==> src/rtl/palette_lut.sv <==
// Writable colour palette: colour index -> {R,G,B} through a two-stage
// valid/ready pipeline with per-request brightness dimming.
module palette_lut #(
  parameter  int DEPTH  = 8,
  parameter  int DATA_W = 24,
  localparam int ADDR_W = $clog2(DEPTH)
) (
  input  logic              clk,
  input  logic              rst_n,
  input  logic              enable,
  input  logic              in_valid,
  output logic              in_ready,
  input  logic [ADDR_W-1:0] colour,
  input  logic [1:0]        dim,
  input  logic              wr_en,
  input  logic [ADDR_W-1:0] wr_addr,
  input  logic [DATA_W-1:0] wr_data,
  output logic              out_valid,
  input  logic              out_ready,
  output logic [DATA_W-1:0] rgb
);

  localparam int CH_W = DATA_W / 3;

  // Power-up palette: the three low index bits select full-scale R, G and B.
  function automatic logic [DATA_W-1:0] default_entry(input int idx);
    logic [CH_W-1:0] ones;
    logic [CH_W-1:0] zero;
    ones          = '1;
    zero          = '0;
    default_entry = '0;
    if (idx < 8) begin
      default_entry = {(idx[2] ? ones : zero),
                       (idx[1] ? ones : zero),
                       (idx[0] ? ones : zero)};
    end
  endfunction

  function automatic logic [DATA_W-1:0] dim_rgb(input logic [DATA_W-1:0] px,
                                                input logic [1:0]        sh);
    dim_rgb = '0;
    for (int c = 0; c < 3; c++) begin
      dim_rgb[c*CH_W +: CH_W] = px[c*CH_W +: CH_W] >> sh;
    end
  endfunction

  logic [DATA_W-1:0] mem_q [DEPTH];
  logic [DATA_W-1:0] mem_d [DEPTH];
  logic [DATA_W-1:0] rd_data;

  logic              advance;
  logic              accept;

  logic              vld_p1_q, vld_p1_d;
  logic [DATA_W-1:0] data_p1_q, data_p1_d;
  logic [1:0]        dim_p1_q, dim_p1_d;

  logic              vld_p2_q, vld_p2_d;
  logic [DATA_W-1:0] rgb_p2_q, rgb_p2_d;

  // Index decode by equality so addresses beyond DEPTH never match an entry.
  always_comb begin
    mem_d = mem_q;
    for (int i = 0; i < DEPTH; i++) begin
      if (wr_en && (wr_addr == ADDR_W'(i))) begin
        mem_d[i] = wr_data;
      end
    end
  end

  always_comb begin
    rd_data = '0;
    for (int i = 0; i < DEPTH; i++) begin
      if (colour == ADDR_W'(i)) begin
        rd_data = mem_q[i];
      end
    end
  end

  always_ff @(posedge clk or negedge rst_n) begin
    if (!rst_n) begin
      for (int i = 0; i < DEPTH; i++) begin
        mem_q[i] <= default_entry(i);
      end
    end else begin
      mem_q <= mem_d;
    end
  end

  assign advance  = enable & (~vld_p2_q | out_ready);
  assign accept   = advance & in_valid;
  assign in_ready = advance;

  // Stage 1: palette read; the register captures pre-write contents.
  assign vld_p1_d  = advance ? in_valid : vld_p1_q;
  assign data_p1_d = accept ? rd_data : data_p1_q;
  assign dim_p1_d  = accept ? dim : dim_p1_q;

  // Stage 2: per-channel dimming; rgb keeps its last result across bubbles.
  assign vld_p2_d = advance ? vld_p1_q : vld_p2_q;
  assign rgb_p2_d = (advance & vld_p1_q) ? dim_rgb(data_p1_q, dim_p1_q) : rgb_p2_q;

  always_ff @(posedge clk or negedge rst_n) begin
    if (!rst_n) begin
      vld_p1_q <= 1'b0;
      vld_p2_q <= 1'b0;
      rgb_p2_q <= '0;
    end else begin
      vld_p1_q <= vld_p1_d;
      vld_p2_q <= vld_p2_d;
      rgb_p2_q <= rgb_p2_d;
    end
  end

  always_ff @(posedge clk) begin
    data_p1_q <= data_p1_d;
    dim_p1_q  <= dim_p1_d;
  end

  assign out_valid = vld_p2_q;
  assign rgb       = rgb_p2_q;

endmodule

==> config.mk <==
export PLATFORM = sky130hd
export DESIGN_NAME = palette_lut
export DESIGN_NICKNAME = d
export VERILOG_FILES = /design/src/rtl/palette_lut.sv
export SDC_FILE = /design/constraint.sdc
export NUM_CORES = 1
export LEC_CHECK = 0
export BUFFER_PORTS_ARGS = -buffer_cell sky130_fd_sc_hd__buf_2
export CAP_MARGIN = 20
export CORE_MARGIN = 2
export CORE_UTILIZATION = 30
export CTS_BUF_LIST = sky130_fd_sc_hd__clkbuf_8 sky130_fd_sc_hd__clkbuf_16
export DETAILED_ROUTE_END_ITERATION = 16
export GPL_TIMING_DRIVEN = 0
export PLACE_DENSITY = 0.55
export SYNTH_ARGS = -nofsm -noshare
export SYNTH_HDL_FRONTEND = slang
export SYNTH_SLANG_ARGS = --single-unit
==> constraint.sdc <==
create_clock -name clk -period 6.6 [get_ports clk]
set_input_delay 0.66 -clock clk [delete_from_list [all_inputs] [get_ports clk]]
set_output_delay 0.66 -clock clk [all_outputs]
set_load 0.02 [all_outputs]
==> results of run 1 <==
-- per-stage QoR --
step / hold WS (ps) / setup slack [ps] / cells / total power [uW] / area (sq um)
CTS: 239.6 / 4304 / 1347 / 4480 / 13100
finish: 206.8 / 4278 / 1348 / 4428 / 13100
global placement: 466.3 / 895.0 / 1296 / 2914 / 12140
detailed placement: 474.2 / 3769 / 1298 / 2947 / 12200
floorplan: 364.4 / 4246 / 770 / 2669 / 11270
global route: 260.6 / 4197 / 1348 / 4651 / 13100
-- area by class of cell --
cell class / instances / area (sq um) / area share [%]
plain buffers: 57 / 341.6 / 2.608
repair buffers: 60 / 342.8 / 2.617
inverters: 8 / 30.03 / 0.2292
multi-input cells: 461 / 4541 / 34.66
flip-flops and latches: 244 / 6356 / 48.52
clock buffers: 31 / 742.0 / 5.664
clock inverters: 18 / 157.7 / 1.204
diodes: 1 / 2.502 / 0.01910
well taps: 468 / 585.6 / 4.470
-- logic make-up (layout without fill, tap and decap cells) --
family	count (synthesis)	in the layout	synth area share [%]
buf+inv	65	174	3.298
compound gates	136	136	9.118
other cells	0	1	0
simple gates	55	55	3.343
flops	244	244	56.42
mux	270	270	27.82
-- worst max path at each step --
stage	startpoint	end	cells past startpoint
after floorplan	enable	data_p1_q[0]	2
after global placement	rst_n	mem_q[127]	1
after detailed placement	colour[0]	data_p1_q[15]	6
after CTS	out_valid	in_ready	4
after global routing	colour[0]	data_p1_q[15]	6
final	colour[0]	data_p1_q[6]	6
-- synthesized netlist by cell type, drive strengths merged (2+ instances only) --
library cell / count
clkbuf: 15
buf: 42
nor3: 2
nor2b: 2
a21boi: 22
inv: 8
edfxtp: 26
nand4b: 3
a211o: 21
a32oi: 21
nor2: 5
mux2i: 42
o21ai: 22
mux4: 13
nor3b: 2
o2bb2ai: 2
dfrtp: 122
dfstp: 96
nand2: 11
a22oi: 42
mux2: 215
nand2b: 22
-- flip-flops by register name, indices dropped and copies added, names as in the netlist --
signal,cells
mem_q,192
data_p1_q,24
rgb,24
dim_p1_q,2
out_valid,1
vld_p1_q,1
-- worst max-delay path: stages --
cell,delay [ps]
buf_2,140
buf_6,170
nor2b_1,310
clkbuf_1,590
a22oi_1,180
a32oi_1,520
-- where the power goes --
group / internal (uW) / switching (uW)
Sequential: 1960 / 157
Combinational: 411 / 390
Clock: 915 / 601
-- routing by layer --
metal  global-route usage (%)  vias up  share of wire (%)
met5                        0        -              0.085
met4                    3.843        6                1.8
met3                    3.134       39                5.6
met2                    24.27      153                 48
met1                    19.45     3502                 45
li1                         -     3076                  -
==> metrics, run 1 <==
CTS max path bufs 3; clk root buf clkbuf_16; first-pass GRT wire length 43.27 mm; number of H-tree levels 1; largest net degree at the start of global routing 111; post-route ant nets 0; PwrDens 338.1 nW/um^2; HPWL after detailed placement 18.68 mm; GPL Wtd Cong 0.7264; drt via density 5.027; CP Class input port to flip-flop; Num CTS Buffers 27; top post-synthesis cells by area dfrtp_1 (27%), dfstp_2 (22%), mux2_2 (20%); Rows 70; setup slack, reg-to-reg 4820 ps; GRT Overall Usage 14.65%; Synth Net Count 808; Worst-Margin Slew 842.2 ps; Max VDD drop 131.1 uV; post-CTS sizing 0; endpoints failing hold 0; fraction of layout cells with a size suffix above 1 53.13%; critical path startpoint category input port; Distinct cells, synth 43; setup bufs post-CTS 0; skew final 7.878 ps; Starting Density 30.63%; post-synthesis average cell area 14.63 sq um; min Tclk post-route 2322 ps; worst r2r path cells 4; worst hold-check path type input port to async pin; post-synth top area cell dfrtp_1; DRT Wirelength 28.29 mm; RR Endpoint dim_p1_q[1]; die height 197.8 um; GR Overflow Total 0; Slew Limit Fails 0; core area 36,790 sq um; P&R area growth vs syn 16.27%; unrepaired setup endpoints after global routing no; full die area 39,120 sq um; leak pwr 0.005369 uW; Post-Synthesis Cell Area 11,270 sq um; Worst-Skew Late Latency 530 ps; part of the cycle the worst path needs 35.18%; Worst Path Max Fanout 10; Fin Setup TNS 0 ps; Ports 64; Pre-antenna DRT Iters 5; Crit Reg-Reg Startpoint out_valid; CTS tree done; Seq/Total Area, Yosys 56.42%; final core occ 35.61%; vias in the first global route 6,883; total number of vias 6,776; final setup fails 0; Achievable Freq 430.7 MHz; CTS clk-pin slew, worst paths 60 ps; 1st-iter DRT viols 383; CP required 6860 ps; die width 197.8 um; WL/cell 20.98 um; Worst setup EP type flip-flop; cts-stage hold buffer count 0; Data arrival, critical path 2580 ps; Buffers on Ports 58; Post-synth EDFFs 26; Final Net Count 897; most common library cell in the layout ignoring fill and taps mux2_2; Max-cap violations 0; Post-synth ARST share 89.34%; Synth Warn # 0; initial antenna violation count 4; # fillers 3,619; top_reg_cell synth dfrtp_1; DRC errors left 0; Seq cells post-synth 244; Yosys top cell area share 27.10%; worst rel slew slack 43.55%; most frequent cells in the layout mux2_2 (205), dfrtp_1 (122), dfstp_2 (96), buf_2 (84); Post-Syn Instances 770; clock sink count 244; status finished clean
(Power assumes the default switching activity.)
==> inputs of run 2 (changes only) <==
PLACE_DENSITY = 0.57   (was 0.55)
clock period = 2.1 ns   (was 6.6 ns; I/O delays follow)
==> run 2 against run 1 <==
Effect of this change:
- clock-buffer cell count increased by 1
- clock power increased to 3.2 times the previous value
- via count increased by 0.37%
- worst setup slack got worse by 4000 ps
- first-iteration DRC count increased by 3.4%
- critical path type unchanged
- highest routed layer is now met4
- sequential power increased to 3.1 times the previous value
- die area unchanged
- sequential share of layout area decreased by 0.26 points
- cell count increased by 0.45%
- combinational power increased to 3.2 times the previous value
- non-clock buffer count increased by 4
==> metrics, run 2 (synthesized netlist as in run 1, its figures left out) <==
clock sink count 244 (unchanged); number of flip-flops in the largest register 192 (unchanged); number of H-tree levels 1 (unchanged); GR Overflow Total 0 (unchanged); largest reg by FF count mem_q; leak pwr 0.005396 uW (+0.49%); DRC errors left 0 (unchanged); PwrDens 1066 nW/um^2 (+220%); Ports 64 (unchanged); CP required 2350 ps (-4510 ps); CTS clk-pin slew, worst paths 60 ps (about the same); post-route ant nets 0 (unchanged); Slew Limit Fails 0 (unchanged); Data arrival, critical path 2100 ps (-480 ps); HPWL after detailed placement 18.51 mm (-0.90%); unrepaired setup endpoints after global routing no; total number of vias 6,801 (+0.37%); crit-path cells buf_2, buf_6, nor2b_1, clkbuf_1, a22oi_1, a32oi_1; Num CTS Buffers 27 (unchanged); GRT Overall Usage 14.48% (-0.17 points); initial antenna violation count 2 (-2); die width 197.8 um (unchanged); CP peak stage delay 590 ps (about the same); CP Class input port to flip-flop; WP buf/inv 3 (unchanged); most frequent cells in the layout mux2_2 (205), dfrtp_1 (122), dfstp_2 (96), buf_2 (84); drt via density 5.023 (about the same); worst rel slew slack 41.47% (-2.1 points); # fillers 3,540 (-2.2%); register area 6356 sq um (unchanged); core area 36,790 sq um (unchanged); Buffers on Ports 58 (unchanged); Pwr Total 14,030 uW (+220%); vias in the first global route 7,045 (+2.4%); setup bufs post-CTS 0 (unchanged); critical path startpoint category input port; most common library cell in the layout ignoring fill and taps mux2_2; Worst-Margin Slew 877.9 ps (+35.70 ps); Worst Path Max Fanout 10 (unchanged); min Tclk post-route 1846 ps; footprint of the multi-input gates 4541 sq um (unchanged); worst hold slack 24.00 ps (-182.8 ps); skew final 9.058 ps (+1.180 ps); 1st-iter DRT viols 396 (+3.4%); Starting Density 30.63% (unchanged); clk root buf clkbuf_16; final setup fails 0 (unchanged); kind of cell adding the most delay to the critical path buffers and inverters; Achievable Freq 541.8 MHz; part of the cycle the worst path needs 87.88%; worst hold-check path type input port to flip-flop; Max-cap violations 0 (unchanged); Rows 70 (unchanged); P&R area growth vs syn 16.90%; CTS tree done; die height 197.8 um (unchanged); endpoints failing hold 0 (unchanged); Max VDD drop 487.1 uV (+270%); Worst setup EP type flip-flop; fraction of layout cells with a size suffix above 1 53.34% (+0.21 points); CTS max path bufs 3 (unchanged); GPL Wtd Cong 0.7330 (+0.91%); largest net degree at the start of global routing 115 (+3.6%); DRT Wirelength 27.88 mm (-1.4%); status finished clean; first-pass GRT wire length 43.60 mm (+0.77%); Worst-Skew Late Latency 530 ps (about the same); Final Net Count 901 (+0.45%); WL/cell 20.59 um (-1.9%); full die area 39,120 sq um (unchanged); Crit-path slowest cell clkbuf_1; Pre-antenna DRT Iters 5 (unchanged)
-- run 2: changes by cell type in the layout (fill, tap and decap cells not counted), moves of 2 or more --
cell           delta
clkbuf_8          +2
clkinv_1          -3
clkinv_2          +2
diode_2           +2
dlygate4sd3_1     +4
-- run 2: worst paths after layout --
path | from | end | slack [ps] | depth (start not counted)
setup / recovery | colour[0] | data_p1_q[7] | 250 | 6
hold / removal | wr_data[18] | mem_q[114] | 20 | 2
setup reg to reg | out_valid | data_p1_q[18] | 320 | 4
hold reg to reg | mem_q[189] | mem_q[189] | 480 | 1
max in group asynchronous | rst_n | mem_q[55] | 700 | 3
min in group asynchronous | rst_n | rgb[16] | 360 | 2
-- run 2: power breakdown --
| group | internal [uW] | switching (uW) |
|---|---|---|
| Combinational | 1300 | 1230 |
| Sequential | 6140 | 492 |
| Clock | 2990 | 1880 |
| Total | 10400 | 3600 |
-- run 2: layout make-up --
| class | count | share of cell area (%) |
|---|---|---|
| clock inverter | 17 | 1.378 |
| sequential | 244 | 48.26 |
| timing repair buffer | 64 | 2.907 |
| clock buffer | 32 | 5.653 |
| inverter | 8 | 0.2280 |
| buffer | 57 | 2.594 |
| antenna | 3 | 0.05700 |
| multi-input combinational | 461 | 34.48 |
| tap | 468 | 4.446 |
-- run 2: what timing repair did --
action | CTS | global route
hold endpoints to repair | 73 | 0
hold buffers | 4 | 0
gates resized for setup | 0 | 0
-- run 2: through the flow --
| step | setup TNS, ps | utilization (%) | instance area, sq um | worst slack, ps | std cells |
|---|---|---|---|---|---|
| floorplan | 0 | - | 11270 | 246.5 | 770 |
| global placement | -535620 | 33.01 | 12140 | -3090 | 1296 |
| detailed placement | -1224 | 33.16 | 12200 | -210.4 | 1298 |
| CTS | 0 | 35.78 | 13160 | 235.1 | 1351 |
| global route | 0 | 35.78 | 13160 | 143.6 | 1351 |
| finish | 0 | 35.80 | 13170 | 254.5 | 1354 |
-- run 2: metal layers --
layer / up-vias / share of wire, % / routed length, um / track usage (%)
met5: - / 0 / 0 / 0
met4: 0 / 1.7 / 475 / 3.091
met3: 33 / 5.2 / 1458 / 2.589
met2: 145 / 45 / 12660 / 23.20
met1: 3535 / 48 / 13290 / 20.48
li1: 3088 / - / - / -
